===== config.mk =====
export PLATFORM = sky130hd
export DESIGN_NAME = alu
export DESIGN_NICKNAME = d
export VERILOG_FILES = /design/src/rtl/alu_pkg.sv /design/src/rtl/alu_mul.sv /design/src/rtl/alu.sv
export SDC_FILE = /design/constraint.sdc
export NUM_CORES = 1
export LEC_CHECK = 0
export BUFFER_PORTS_ARGS = -buffer_cell sky130_fd_sc_hd__buf_4
export CORE_ASPECT_RATIO = 2
export CORE_MARGIN = 5
export CORE_UTILIZATION = 50
export DETAILED_ROUTE_END_ITERATION = 8
export HOLD_SLACK_MARGIN = 0.1
export PLACE_DENSITY = 0.75
export RECOVER_POWER = 50
export SLEW_MARGIN = 40
export SYNTH_ARGS = -nofsm -noshare
export SYNTH_HDL_FRONTEND = slang
export SYNTH_HIERARCHICAL = 1
export SYNTH_SLANG_ARGS = --single-unit

===== constraint.sdc =====
create_clock -name clk -period 0.8 [get_ports clk]
set_clock_uncertainty 0.15 [all_clocks]
set_input_delay 0.12 -clock clk [delete_from_list [all_inputs] [get_ports clk]]
set_output_delay 0.12 -clock clk [all_outputs]
set_load 0.03 [all_outputs]

===== src/rtl/alu_pkg.sv =====
// Shared constants for the registered integer ALU: operand width, op-select width
// and the bit position of each operation in the one-hot select.
package alu_pkg;

  localparam int XLEN = 32;
  localparam int NOPS = 13;

  localparam int OP_ADD  = 0;
  localparam int OP_SUB  = 1;
  localparam int OP_AND  = 2;
  localparam int OP_OR   = 3;
  localparam int OP_XOR  = 4;
  localparam int OP_SLL  = 5;
  localparam int OP_SRL  = 6;
  localparam int OP_SRA  = 7;
  localparam int OP_SLT  = 8;
  localparam int OP_SLTU = 9;
  localparam int OP_MUL  = 10;
  localparam int OP_MULU = 11;
  localparam int OP_PASS = 12;

  // True when more than one select bit is set; clearing the lowest set bit leaves a remainder.
  function automatic logic multi_hot(input logic [NOPS-1:0] v);
    return |(v & (v - NOPS'(1)));
  endfunction

endpackage


===== src/rtl/alu_mul.sv =====
// Combinational 32x32->64 multiplier giving both the signed and unsigned product.
// Only compiled when ALU_MUL_EN is defined, since the ALU instantiates it only then.
`ifdef ALU_MUL_EN
module alu_mul
  import alu_pkg::*;
(
  input  logic [XLEN-1:0]   a_i,
  input  logic [XLEN-1:0]   b_i,
  output logic [2*XLEN-1:0] prod_s_o,
  output logic [2*XLEN-1:0] prod_u_o
);

  logic signed [2*XLEN-1:0] a_sx;
  logic signed [2*XLEN-1:0] b_sx;
  logic        [2*XLEN-1:0] a_zx;
  logic        [2*XLEN-1:0] b_zx;

  // Extending to full width first keeps the low 64 bits of the product exact.
  assign a_sx = $signed({{XLEN{a_i[XLEN-1]}}, a_i});
  assign b_sx = $signed({{XLEN{b_i[XLEN-1]}}, b_i});
  assign a_zx = {{XLEN{1'b0}}, a_i};
  assign b_zx = {{XLEN{1'b0}}, b_i};

  assign prod_s_o = $unsigned(a_sx * b_sx);
  assign prod_u_o = a_zx * b_zx;

endmodule
`endif


===== src/rtl/alu.sv =====
// Single-cycle registered 32-bit ALU with one-hot op select and 64-bit result.
// Define ALU_MUL_EN to build the MUL/MULU ops; otherwise they report illegal.
module alu
  import alu_pkg::*;
(
  input  logic              clk,
  input  logic              rst_n,
  input  logic [XLEN-1:0]   in1,
  input  logic [XLEN-1:0]   in2,
  input  logic [NOPS-1:0]   instructions,
  output logic [2*XLEN-1:0] ALUoutput,
  output logic              illegal
);

  logic [2*XLEN-1:0] res_d, res_q;
  logic              ill_d, ill_q;
  logic [XLEN-1:0]   r32;
  logic [4:0]        shamt;
  logic              mul_bad;

  assign shamt = in2[4:0];

`ifdef ALU_MUL_EN
  logic [2*XLEN-1:0] prod_s;
  logic [2*XLEN-1:0] prod_u;

  alu_mul u_mul (
    .a_i      (in1),
    .b_i      (in2),
    .prod_s_o (prod_s),
    .prod_u_o (prod_u)
  );

  assign mul_bad = 1'b0;
`else
  assign mul_bad = instructions[OP_MUL] | instructions[OP_MULU];
`endif

  always_comb begin
    r32   = '0;
    res_d = '0;
    ill_d = multi_hot(instructions) | mul_bad;
    if (!ill_d) begin
      // Select is at most one-hot here, so the first matching item is the only one.
      case (1'b1)
        instructions[OP_ADD]:  r32 = in1 + in2;
        instructions[OP_SUB]:  r32 = in1 - in2;
        instructions[OP_AND]:  r32 = in1 & in2;
        instructions[OP_OR]:   r32 = in1 | in2;
        instructions[OP_XOR]:  r32 = in1 ^ in2;
        instructions[OP_SLL]:  r32 = in1 << shamt;
        instructions[OP_SRL]:  r32 = in1 >> shamt;
        instructions[OP_SRA]:  r32 = $unsigned($signed(in1) >>> shamt);
        instructions[OP_SLT]:  r32 = {{(XLEN-1){1'b0}}, ($signed(in1) < $signed(in2))};
        instructions[OP_SLTU]: r32 = {{(XLEN-1){1'b0}}, (in1 < in2)};
        instructions[OP_PASS]: r32 = in2;
        default:               r32 = '0;
      endcase
      res_d = {{XLEN{1'b0}}, r32};
`ifdef ALU_MUL_EN
      if (instructions[OP_MUL])  res_d = prod_s;
      if (instructions[OP_MULU]) res_d = prod_u;
`endif
    end
  end

  always_ff @(posedge clk or negedge rst_n) begin
    if (!rst_n) begin
      res_q <= '0;
      ill_q <= 1'b0;
    end else begin
      res_q <= res_d;
      ill_q <= ill_d;
    end
  end

  assign ALUoutput = res_q;
  assign illegal   = ill_q;

endmodule


==> results of run 1 <==
per-layer routing:
metal  global-route usage [%]  GRT overflow
met1                    67.80             0
met2                    89.62            40
met3                    44.94             1
met4                    73.80            37
met5                    14.75             0
synth_stat cells (16+ instances only):
cell / n / area, sq um
a211oi_1: 33 / 247.7
a21o_1: 20 / 150.1
a21oi_1: 142 / 710.7
a22oi_1: 18 / 135.1
a31oi_1: 25 / 156.4
buf_1: 16 / 60.06
buf_2: 18 / 90.09
buf_4: 42 / 315.3
clkbuf_1: 85 / 319.1
dfrtp_1: 33 / 825.8
ha_1: 97 / 1214
inv_1: 95 / 356.6
mux2i_1: 33 / 330.3
mux4_2: 68 / 1531
nand2_1: 117 / 439.2
nand2b_1: 18 / 112.6
nand3_1: 22 / 110.1
nor2_1: 152 / 570.6
nor3_1: 37 / 185.2
o211ai_1: 27 / 202.7
o21ai_0: 62 / 310.3
o22ai_1: 19 / 118.9
xnor2_1: 34 / 297.8
cell families after synthesis:
group / after synthesis / synth area share, %
AND/OR/NAND/NOR: 433 / 18.23
flip-flops: 33 / 7.471
XOR/XNOR: 42 / 3.328
multiplexers: 116 / 18.37
other: 1 / 0.03393
buffers and inverters: 263 / 10.63
AO/OA/AOI/OAI: 497 / 30.42
adder cells (fa/ha/maj): 101 / 11.52
what timing repair did:
item	4_1_cts
gates resized for setup	334
endpoints found under the hold margin	35
setup endpoints to repair	66
pin swaps	124
cloned	3
setup buffers	54
metrics by stage:
step / instances / setup WS (ns) / TNS, ns
after detailed placement: 2310 / -2.430 / -72.74
after global placement: 2310 / -2.398 / -71.40
after floorplan: 1517 / -2.239 / -57.36
after CTS: 2372 / -1.949 / -65.02
==> results.sh, run 1 <==
export IMPL_placed_area_sq_um=16260
export IMPL_ys_async_sr_fraction_pct=100.0
export IMPL_run_status="did not finish"
export IMPL_hpwl_um=50550
export IMPL_clk_path_buf_depth=2
export IMPL_gr_usage_all_layers_pct=68.83
export IMPL_synth_area_sq_um=11050
export IMPL_haltStage="global routing"
export IMPL_cts_sinks=33
export IMPL_place_gp_congestion=1.161
export IMPL_postGrtWorstEndpoint="ALUoutput[31]$_DFF_PN0_/D"
export IMPL_worstEpCategory="sequential cell input"
export IMPL_yosysSeqAreaShare_pct=7.471
export IMPL_yosys_warnings=6
export IMPL_start_util_pct=50.32
export IMPL_synth_seq_cells=33
export IMPL_portBuffers=111
export IMPL_avgSynthCellArea_sq_um=7.438
export IMPL_grt_max_degree=51
export IMPL_ys_flop_type="dfrtp_1"
export IMPL_synth_cell_types=86
export IMPL_grt_ovfl_total=78
export IMPL_h_tree_depth=2
export IMPL_ioPinCount=144
export IMPL_die_h_um=220.3
export IMPL_error_line="[ERROR GRT-0232] Routing congestion too high. Check the congestion heatmap in the GUI."
export IMPL_cts_made_buffers=5
export IMPL_synth_edff_count=0
export IMPL_rows=77
export IMPL_root_buffer="clkbuf_16"
export IMPL_die_w_um=115.1
export IMPL_syn_inst=1486
==> run 2: changes to the inputs <==
Settings changed: CORE_ASPECT_RATIO 2 to unset, CORE_UTILIZATION 50 to 35, HOLD_SLACK_MARGIN 0.1 to unset, PLACE_DENSITY 0.75 to unset, PLACE_DENSITY_LB_ADDON set to 0.15.
==> run 2 against run 1 <==
Compared with the run above: synthesized cell count unchanged; the flow now finishes, with violations (setup timing); area after synthesis unchanged.
==> results.sh, run 2 <==
export IMPL_synth_top_cells_by_count="152 x nor2_1, 142 x a21oi_1, 117 x nand2_1"
export IMPL_grt_pass1_wl_um=98730
export IMPL_vias=15340
export IMPL_tritoncts="yes"
export IMPL_wl_per_cell_um=26.90
export IMPL_cts_sinks=33
export IMPL_rsz0062_at_grt="yes"
export IMPL_synth_seq_cells=33
export IMPL_required_ns=0.88
export IMPL_synth_area_sq_um=11050
export IMPL_fin_crit_sh_pct=349.5
export IMPL_final_common_cell="buf_4"
export IMPL_synth_edff_count=0
export IMPL_crit_buf_inv=2
export IMPL_antennaDiodeCount=0
export IMPL_synth_cell_types=86
export IMPL_syn_inst=1486
export IMPL_hold_violations=0
export IMPL_maxCapViolations=0
export IMPL_yosysSeqAreaShare_pct=7.471
export IMPL_fin_ws_ns=-1.996
export IMPL_p_per_area_nw_per_um2=902.6
export IMPL_run_status="finished with violations"
export IMPL_drive_above_1_share_pct=53.19
export IMPL_rows=65
export IMPL_route_antenna_remaining_nets=0
export IMPL_power_leakage_nw=8.621
export IMPL_placed_area_sq_um=16560
export IMPL_period_needed_ns=2.796
export IMPL_layout_common_cells="633 x buf_4, 133 x nor2_1, 113 x nand2_1"
export IMPL_synthToLayoutAreaGrowth_pct=75.28
export IMPL_synth_fa_ha_area_share_pct=11.52
export IMPL_gr_usage_all_layers_pct=36.91
export IMPL_startpoint_type="input pin"
export IMPL_netlist_area_leader_share_pct=13.86
export IMPL_clk_path_buf_depth=2
export IMPL_criticalPathCategory="input pin to flop"
export IMPL_core_area_sq_um=31390
export IMPL_max_slew_margin_pct=54.04
export IMPL_final_core_util_pct=61.71
export IMPL_hpwl_um=54700
export IMPL_grt_max_degree=63
export IMPL_path_depth=12
export IMPL_ys_async_sr_fraction_pct=100.0
export IMPL_synthSimpleGateAreaFrac_pct=18.23
export IMPL_yosys_warnings=6
export IMPL_synth_compound_area_share_pct=30.42
export IMPL_arrival_ns=2.88
export IMPL_ioPinCount=144
export IMPL_end_kind="flop"
export IMPL_h_tree_depth=2
export IMPL_drc=0
export IMPL_cts_made_buffers=5
export IMPL_crit_start="in1[16]"
export IMPL_holdPathEnd="ALUoutput[28]"
export IMPL_start_util_pct=35.21
export IMPL_p_comb_share_pct=78.6
export IMPL_clk_pin_slew_worst_paths_ns=0.07
export IMPL_fillCellCount=2793
export IMPL_p_sw_share_pct=46.61
export IMPL_setup_violations=87
export IMPL_routed_wl_um=68110
export IMPL_nNetsFinal=2307
export IMPL_violations="setup timing"
export IMPL_worst_path_most_repeated_cell="or3_4"
export IMPL_irDropWorstVdd_mv=0.7349
export IMPL_p_int_w=0.009336
export IMPL_synthTopCellsByArea="mux4_2 14%, ha_1 11%, dfrtp_1 7.5%"
export IMPL_drt_initial_drc_count=1556
export IMPL_yosysTopAreaCell="mux4_2"
export IMPL_ys_flop_type="dfrtp_1"
export IMPL_portBuffers=111
export IMPL_critPathMaxFanout=3
export IMPL_power_frac_clock_pct=11.8
export IMPL_grt_pass1_vias=14990
export IMPL_hold_path_class="input pin to flop"
export IMPL_whs_path_depth=3
export IMPL_max_stage_delay_ns=0.41
export IMPL_grt_ovfl_total=0
export IMPL_synth_top_family_by_area="compound AO/OA/AOI/OAI gates"
export IMPL_drv_slew=0
export IMPL_path_delay_family="simple AND/OR/NAND/NOR gates"
export IMPL_die_h_um=187.7
export IMPL_die_w_um=187.7
export IMPL_avgViaCountPerCell=6.058
export IMPL_stdcell_area_sq_um=19370
export IMPL_root_buffer="clkbuf_16"
export IMPL_largest_reg_flops=32
export IMPL_synthMuxAreaShare_pct=18.37
export IMPL_critPathSlowestCell="or3b_4"
export IMPL_p_seq_share_pct=9.6
export IMPL_min_delay_start="instructions[1]"
export IMPL_place_gp_congestion=1.038
export IMPL_avgSynthCellArea_sq_um=7.438
export IMPL_dr_pass1_iters=5
export IMPL_cp_cell_sequence="buf_12 -> inv_8 -> ha_4 -> or3_4 -> nor3_4 -> or3b_4 -> or3_4 -> o211ai_1 -> a221oi_2 -> o21ai_1 -> mux2_4 -> o22ai_2"
export IMPL_synth_most_common_cell="nor2_1"
export IMPL_die_area_sq_um=35240
export IMPL_tightest_slew_ns=0.6894
export IMPL_antenna_found_initial=0
export IMPL_synth_xor_area_share_pct=3.328
export IMPL_power_switching_w=0.008151
export IMPL_fmax_ghz=0.3577
==> run 2: worst min-delay path, delay by kind of cell <==
family                 cells  cell delay, ns
AOI/OAI and AO/OA          2            0.20
buffers and inverters      1            0.14
==> run 2: what timing repair did <==
item,4_1_cts,5_1_grt
buffers inserted,66,23
hold endpoints to repair,33,0
pin swaps,155,89
gates resized for setup,360,102
hold buffers,1,0
setup endpoints to repair,66,66
cloned,3,0
==> run 2: area by class of cell <==
type / instances / area [sq um] / area share, %
inverters: 101 / 486.7 / 2.512
flip-flops and latches: 33 / 825.8 / 4.262
repair buffers: 767 / 6586 / 34.00
clock buffers: 5 / 125.1 / 0.6458
multi-input cells: 1221 / 10830 / 55.90
well taps: 402 / 503.0 / 2.596
clock inverters: 3 / 17.52 / 0.09042
==> run 2: kinds of logic (layout without fill, tap and decap cells) <==
kind of cell,count (synthesis),count (layout)
other,1,32
buffers and inverters,263,876
and+or+nand+nor,433,433
DFF,33,33
AOI/OAI and AO/OA,497,497
xor gates and xnor gates,42,42
muxes,116,116
adders and majority gates,101,101
==> run 2: metrics by stage <==
stage | setup slack, ns | instances | TNS (ns) | total power, W | hold WS [ns]
after floorplan | -2.239 | 1517 | -57.36 | 0.007566 | -0.3256
after global placement | -2.455 | 2453 | -73.86 | 0.01300 | -0.1972
after detailed placement | -2.499 | 2453 | -74.38 | 0.01303 | -0.1894
after CTS | -1.965 | 2516 | -65.22 | 0.01661 | 0.03919
after global routing | -2.081 | 2532 | -70.54 | 0.01818 | 0.07796
final | -1.996 | 2532 | -66.49 | 0.01749 | 0.05888
==> run 2: power groups by stage <==
stage	registers, W	clock network [W]	logic [W]
6_report	0.00169	0.00206	0.0137
2_1_floorplan	0.00174	0	0.00583
3_3_place_gp	0.00171	0	0.0113
4_1_cts	0.00169	0.00207	0.0129
3_5_place_dp	0.00171	0	0.0113
5_1_grt	0.00169	0.00214	0.0144
==> run 2: how the worst max path moves through the flow <==
stage / endpoint / slack [ns]
2_1_floorplan: ALUoutput[24] / -2.24
3_3_place_gp: ALUoutput[31] / -2.45
3_5_place_dp: ALUoutput[31] / -2.50
4_1_cts: ALUoutput[31] / -1.96
5_1_grt: ALUoutput[31] / -2.08
6_report: ALUoutput[31] / -2.00
==> run 2: routing by layer <==
| layer | global-route usage [%] | wire length (um) | up-vias | part of all wire (%) |
|---|---|---|---|---|
| met5 | 0 | 0 | - | 0 |
| met4 | 14.51 | 3424 | 0 | 5.0 |
| met3 | 4.803 | 5404 | 182 | 7.9 |
| met2 | 57.76 | 30280 | 816 | 44 |
| met1 | 51.76 | 29000 | 7549 | 43 |
| li1 | - | - | 6792 | - |
(Power assumes the default switching activity.)
==> run 3: changes to the inputs <==
Settings changed: CELL_PAD_IN_SITES_DETAIL_PLACEMENT set to 2, CELL_PAD_IN_SITES_GLOBAL_PLACEMENT set to 2, SKIP_LAST_GASP set to 1.
==> run 3 against run 2 <==
Compared with the run above: the flow now stops in detailed placement; synthesized cell count is the same; area after synthesis is the same.
==> results.sh, run 3 <==
export IMPL_start_util_pct=35.21
export IMPL_synth_area_sq_um=11050
export IMPL_die_h_um=187.7
export IMPL_synth_seq_cells=33
export IMPL_portBuffers=111
export IMPL_synth_edff_count=0
export IMPL_yosys_warnings=6
export IMPL_synth_most_common_cell="nor2_1"
export IMPL_avgSynthCellArea_sq_um=7.438
export IMPL_synth_top_cells_by_count="152 x nor2_1, 142 x a21oi_1, 117 x nand2_1"
export IMPL_yosysTopAreaCell="mux4_2"
export IMPL_run_status="did not finish"
export IMPL_ys_flop_type="dfrtp_1"
export IMPL_hpwl_um=71230
export IMPL_yosysSeqAreaShare_pct=7.471
export IMPL_ys_async_sr_fraction_pct=100.0
export IMPL_place_gp_congestion=1.029
export IMPL_syn_inst=1486
export IMPL_ioPinCount=144
export IMPL_netlist_area_leader_share_pct=13.86
export IMPL_rows=65
export IMPL_die_w_um=187.7
export IMPL_synth_cell_types=86
export IMPL_haltStage="detailed placement"
export IMPL_error_line="[ERROR DPL-0033] detailed placement checks failed during check placement."
export IMPL_synthTopCellsByArea="mux4_2 14%, ha_1 11%, dfrtp_1 7.5%"
[run 3: through the flow]
stage / setup slack [ns] / hold WS [ns]
2_1_floorplan: -2.239 / -0.3256
3_3_place_gp: -2.568 / -0.1868
[run 3: logic make-up after synthesis]
family,synth area share (%)
compound gates,30.42
simple gates,18.23
buf+inv,10.63
mux,18.37
fa+ha+maj,11.52
xor+xnor,3.328
flops,7.471
other cells,0.03393
